## src/rtl/prof_ctrl.sv

```systemverilog
// Session controller for the PC-range instruction profiler: holds the PC window,
// trigger PC and cycle limit, and sequences IDLE -> ARMED -> RUN -> DONE.
module prof_ctrl #(
  parameter int PC_W  = 32,
  parameter int CNT_W = 32
) (
  input  logic             clk,
  input  logic             reset,
  input  logic [0:PC_W-1]  P_Trace_PC,
  input  logic             P_Trace_Valid_Instr,
  input  logic             cfg_we,
  input  logic [2:0]       cfg_addr,
  input  logic [31:0]      cfg_wdata,
  output logic             cnt_enable,
  output logic             cnt_clear,
  output logic [1:0]       state,
  output logic             done_pulse,
  output logic [CNT_W-1:0] run_cycles
);

  localparam logic [1:0] S_IDLE  = 2'd0;
  localparam logic [1:0] S_ARMED = 2'd1;
  localparam logic [1:0] S_RUN   = 2'd2;
  localparam logic [1:0] S_DONE  = 2'd3;

  localparam logic [2:0] A_WIN_LO  = 3'd0;
  localparam logic [2:0] A_WIN_HI  = 3'd1;
  localparam logic [2:0] A_TRIG_PC = 3'd2;
  localparam logic [2:0] A_LIMIT   = 3'd3;
  localparam logic [2:0] A_CTRL    = 3'd4;

  function automatic logic [CNT_W-1:0] sat_inc(input logic [CNT_W-1:0] v);
    return (&v) ? v : v + CNT_W'(1);
  endfunction

  logic [1:0]       state_q, state_d;
  logic [PC_W-1:0]  win_lo_q, win_lo_d;
  logic [PC_W-1:0]  win_hi_q, win_hi_d;
  logic [PC_W-1:0]  trig_q, trig_d;
  logic [CNT_W-1:0] limit_q, limit_d;
  logic [CNT_W-1:0] rc_q, rc_d;
  logic             en_q, en_d;
  logic             clr_q, clr_d;
  logic             done_q, done_d;

  logic [PC_W-1:0]  pc;
  logic [CNT_W-1:0] rc_inc;
  logic             ctrl_wr, start_cmd, stop_cmd, clear_cmd;
  logic             cfg_open, match, trig_hit, limit_hit;

  // Port PC has bit 0 as MSB; the plain copy keeps numeric order for the compares.
  assign pc        = P_Trace_PC;
  assign ctrl_wr   = cfg_we && (cfg_addr == A_CTRL);
  assign stop_cmd  = ctrl_wr && cfg_wdata[1];
  assign start_cmd = ctrl_wr && cfg_wdata[0] && !cfg_wdata[1];
  assign clear_cmd = ctrl_wr && cfg_wdata[2];
  assign cfg_open  = (state_q == S_IDLE) || (state_q == S_DONE);
  assign match     = P_Trace_Valid_Instr && (win_lo_q <= pc) && (pc <= win_hi_q);
  assign trig_hit  = P_Trace_Valid_Instr && (pc == trig_q);
  assign rc_inc    = sat_inc(rc_q);
  assign limit_hit = (limit_q != '0) && (rc_inc == limit_q);

  always_comb begin
    state_d  = state_q;
    win_lo_d = win_lo_q;
    win_hi_d = win_hi_q;
    trig_d   = trig_q;
    limit_d  = limit_q;
    rc_d     = rc_q;
    en_d     = 1'b0;
    clr_d    = 1'b0;
    done_d   = 1'b0;

    case (state_q)
      S_IDLE, S_DONE: begin
        if (start_cmd || clear_cmd) begin
          clr_d = 1'b1;
          rc_d  = '0;
        end
        if (start_cmd) state_d = S_ARMED;
        if (cfg_we) begin
          case (cfg_addr)
            A_WIN_LO:  win_lo_d = PC_W'(cfg_wdata);
            A_WIN_HI:  win_hi_d = PC_W'(cfg_wdata);
            A_TRIG_PC: trig_d   = PC_W'(cfg_wdata);
            A_LIMIT:   limit_d  = CNT_W'(cfg_wdata);
            default:   ;
          endcase
        end
      end
      S_ARMED: begin
        if (stop_cmd) begin
          state_d = S_IDLE;
        end else if (trig_hit) begin
          // The trigger instruction itself is counted when it falls in the window.
          state_d = S_RUN;
          en_d    = match;
        end
      end
      S_RUN: begin
        en_d = match;
        rc_d = rc_inc;
        if (stop_cmd || limit_hit) begin
          state_d = S_DONE;
          done_d  = 1'b1;
        end
      end
      default: state_d = S_IDLE;
    endcase
  end

  always_ff @(posedge clk or negedge reset) begin
    if (!reset) begin
      state_q  <= S_IDLE;
      win_lo_q <= '0;
      win_hi_q <= '0;
      trig_q   <= '0;
      limit_q  <= '0;
      rc_q     <= '0;
      en_q     <= 1'b0;
      clr_q    <= 1'b0;
      done_q   <= 1'b0;
    end else begin
      state_q  <= state_d;
      win_lo_q <= win_lo_d;
      win_hi_q <= win_hi_d;
      trig_q   <= trig_d;
      limit_q  <= limit_d;
      rc_q     <= rc_d;
      en_q     <= en_d;
      clr_q    <= clr_d;
      done_q   <= done_d;
    end
  end

  assign state      = state_q;
  assign cnt_enable = en_q;
  assign cnt_clear  = clr_q;
  assign done_pulse = done_q;
  assign run_cycles = rc_q;

endmodule

```

## config.mk

```make
export PLATFORM = sky130hd
export DESIGN_NAME = prof_ctrl
export DESIGN_NICKNAME = d
export VERILOG_FILES = /design/src/rtl/prof_ctrl.sv
export SDC_FILE = /design/constraint.sdc
export NUM_CORES = 1
export LEC_CHECK = 0
export BUFFER_PORTS_ARGS = -buffer_cell sky130_fd_sc_hd__buf_2
export CELL_PAD_IN_SITES_DETAIL_PLACEMENT = 0
export CELL_PAD_IN_SITES_GLOBAL_PLACEMENT = 1
export CORE_MARGIN = 3
export CORE_UTILIZATION = 47
export CTS_CLUSTER_DIAMETER = 40
export DETAILED_ROUTE_END_ITERATION = 8
export PLACE_DENSITY = 0.81
export REMOVE_ABC_BUFFERS = 1
export SYNTH_ARGS = -nofsm -noshare
export SYNTH_HDL_FRONTEND = slang
export SYNTH_SLANG_ARGS = --single-unit
```

## constraint.sdc

```tcl
create_clock -name clk -period 4.5 [get_ports clk]
set_input_delay 1.35 -clock clk [delete_from_list [all_inputs] [get_ports clk]]
set_output_delay 1.35 -clock clk [all_outputs]
set_load 0.01 [all_outputs]
```

==> reports/qor.yml <==
route.vias.total: 8241
antenna_found_initial: 0
worst_hold_path_cell_count: 1
worst_path_dominant_cell_family: "simple AND/OR/NAND/NOR gates"
fmax_ghz: 0.262
gp_congestion: 0.952
slew_viol_final: 0
layout-drive-gt1-share_pct: 23.9
total_leakage_power_nw: 5.42
postSynthRegisterBits: 165
clock-skew-final_ns: 0.0130
synth-edff-count: 0
finish.net_count: 1278
crit_chain: "ha_1 -> nand3_2 -> nor4_4 -> buf_4 -> nand4_1 -> xnor2_1 -> nand4_1 -> a2111oi_2 -> nand4_1 -> or4_4 -> a211o_1"
io_pins: 108
slowest_delay_ns: 0.54
placed_cells: 1395
core-area_mm2: 0.0212
yosys_most_used_dff: "dfrtp_1"
pin_count_of_the_biggest_net_entering_global_routing: 76
cts_tree: "done"
number_of_filler_cells_placed_in_the_layout: 1933
synth_area_mm2: 0.0102
drtIter0Drc: 515
critical_path_buf_inv_count: 1
totalWireLength_um: 28700
synthesis.instances: 1042
n_antenna_cell: 0
synth.distinct_cells: 64
cts_buffer_count: 17
ctsResizeCount: 0
timing.critical_path.required_ns: 4.82
post-route-period-util_pct: 84.7
cts.clk_slew.worst_paths_ns: 0.07
nature_of_the_critical_path_endpoint: "flip-flop"
post-cts-setup-buffers: 0
postSynth.asyncResetShare_pct: 100
yosysWarnings: 0
setup_viol: 0
grt_setup_unrepaired: "no"
horiz_die_dim_um: 153
fin_cells: 1427
power_per_cell_area_mw_per_mm2: 525
detail_route.wl_per_cell_um: 20.1
max_slew_margin_pct: 49.4
placement_rows: 53
grt_pass1_vias: 8306
drt_first_pass_iters: 7
critical_path.startpoint_type: "flip-flop"
power_mw: 6.11
cts.sinks: 165
worst_slew_pin_slew_ns: 0.759
drt.antenna.violating_nets: 0
worstPathMaxFanout: 15
overflow: 0
place_hpwl_um: 22000
clk-insertion-delay-late_ns: 0.43
max-vdd-ir-drop_mv: 0.272
maxCapViolations: 0
floorplan.initialDensity_pct: 48.2
detail_route.drc_violations: 0
worst_r2r_path_depth: 11
whs_ns: 0.513
hold_path.class: "flip-flop to flip-flop"
worst-endpoint-arrival_ns: 4.13
period_minus_slack_ns: 3.81
critical_path.most_common_cell: "nand4_1"
die_y_um: 153
synth-seq-area-share_pct: 40.5
critical-path-slowest-cell: "or4_4"
postSynthAreaPerCell_um2: 9.79
grt_first_pass_wirelength_um: 46200
die_area_mm2: 0.0235
post_cts_hold_buffer_count: 0
outcome: "finished clean"
final-hold-violation-count: 0
htree_num_levels: 4
clk_path_buf_depth: 2
clock_tree.root_cell: "clkbuf_16"
globalRouteTotalUtil_pct: 24.7
avgViaCountPerCell: 5.78
cp_num_cells: 11
layout-area-overhead-vs-synth_pct: 14.1
port_buffers: 107
critical_path_class: "flip-flop to flip-flop"
-- registers in the layout, summed over array words and instances, names as in the netlist --
| name | cells |
|---|---|
| done_pulse | 1 |
| state | 2 |
| cnt_enable | 1 |
| trig_q | 32 |
| win_hi_q | 32 |
| win_lo_q | 32 |
| cnt_clear | 1 |
| run_cycles | 32 |
| limit_q | 32 |
-- placed cells by master, fill, tap and decap left out, drive strengths merged, types with 11 or more instances in the layout --
cell type and n:
buf 123, nand4 36, ha 68, and2 11, inv 81, a21oi 38, o21ai 79, dfrtp 165
nor2 52, o31ai 21, nor4 28, nand2 89, nand3 20, xnor2 36, mux2 98, nor3 13
a21o 18, clkbuf 19, xor2 40
-- metal layers --
layer | vias up | share of wire (%) | routed length (um) | global-route usage [%]
met5 | - | 0 | 0 | 0
met4 | 0 | 2.4 | 700 | 7.23
met3 | 44 | 4.3 | 1220 | 3.79
met2 | 218 | 47 | 13500 | 40.2
met1 | 4031 | 46 | 13300 | 34.4
li1 | 3948 | - | - | -
-- per-stage QoR --
step / utilization (%) / worst slack (ns) / area (um^2) / setup TNS, ns
floorplan: - / -0.677 / 10000 / -21.52
global placement: 52.3 / 0.809 / 11100 / 0
detailed placement: 52.3 / 0.752 / 11100 / 0
CTS: 55.0 / 0.735 / 11600 / 0
global route: 55.0 / 0.517 / 11600 / 0
finish: 55.0 / 0.690 / 11600 / 0
-- Yosys cell counts (3+ instances only) --
cell type  number  area, um^2
nor4_1         25         156
ha_1           68         851
inv_1          73         274
nand2_1        89         334
nor2b_1         5        31.3
nand2b_1        4        25.0
or3_1           4        25.0
nor3b_1         7        52.6
a31oi_1         6        37.5
o22ai_1         3        18.8
or4_1           6        45.0
mux2i_1         3        30.0
and4_1          3        26.3
nand3_1        19        95.1
nand4_1        33         206
a211oi_1        6        45.0
mux2_2         98        1100
and3_1          8        50.1
a21o_1         18         135
o21ai_0        78         390
xor2_1         40         350
buf_2          10        50.1
o41ai_1         7        61.3
clkbuf_1       29         109
dfrtp_1       165        4130
and2_1         10        62.6
nor2_1         52         195
a211o_1         5        43.8
o21a_1          6        45.0
buf_1           4        15.0
o211ai_1        6        45.0
a21oi_1        38         190
a2111oi_0       4        35.0
or2_2           5        31.3
o31ai_1        21         158
xnor2_1        36         315
nor3_1         13        65.1
o2111ai_1       3        26.3
-- worst paths after layout --
check | slack [ns] | end | from
max in group asynchronous | 2.61 | win_lo_q[25]$_DFFE_PN0P_ | reset
setup / recovery | 0.69 | state[1]$_DFFE_PN0P_ | run_cycles[0]$_DFFE_PN0P_
hold / removal | 0.51 | win_lo_q[19]$_DFFE_PN0P_ | win_lo_q[19]$_DFFE_PN0P_
setup reg to reg | 0.69 | state[1]$_DFFE_PN0P_ | run_cycles[0]$_DFFE_PN0P_
hold reg to reg | 0.51 | win_lo_q[19]$_DFFE_PN0P_ | win_lo_q[19]$_DFFE_PN0P_
min in group asynchronous | 0.96 | run_cycles[25]$_DFFE_PN0P_ | reset
-- area by class of cell --
type | instances | area, um^2 | area share, %
clock buffer | 19 | 443 | 3.80
clock inverter | 13 | 135 | 1.16
inverter | 73 | 274 | 2.35
multi-input combinational | 759 | 5640 | 48.5
sequential | 165 | 4130 | 35.5
tap | 275 | 344 | 2.96
timing repair buffer | 123 | 674 | 5.79
-- worst register-to-register path: stages (launching register included) --
cell,delay [ns]
dfrtp_1,0.48
ha_1,0.25
nand3_2,0.17
nor4_4,0.44
buf_4,0.30
nand4_1,0.23
xnor2_1,0.36
nand4_1,0.15
a2111oi_2,0.35
nand4_1,0.16
or4_4,0.54
a211o_1,0.27
-- cell families after synthesis --
group	share of synthesized area, %
DFF	40.5
adders and majority gates	8.34
and+or+nand+nor	15.7
buffers and inverters	4.51
AOI/OAI and AO/OA	13.4
xor gates and xnor gates	6.52
muxes	11.1
-- report_power, final --
group,internal [mW],switching [mW]
registers,2.06,0.431
logic,1.06,1.09
clock network,0.797,0.673
total,3.92,2.19
Note: power is estimated with default switching activity, not from simulation.
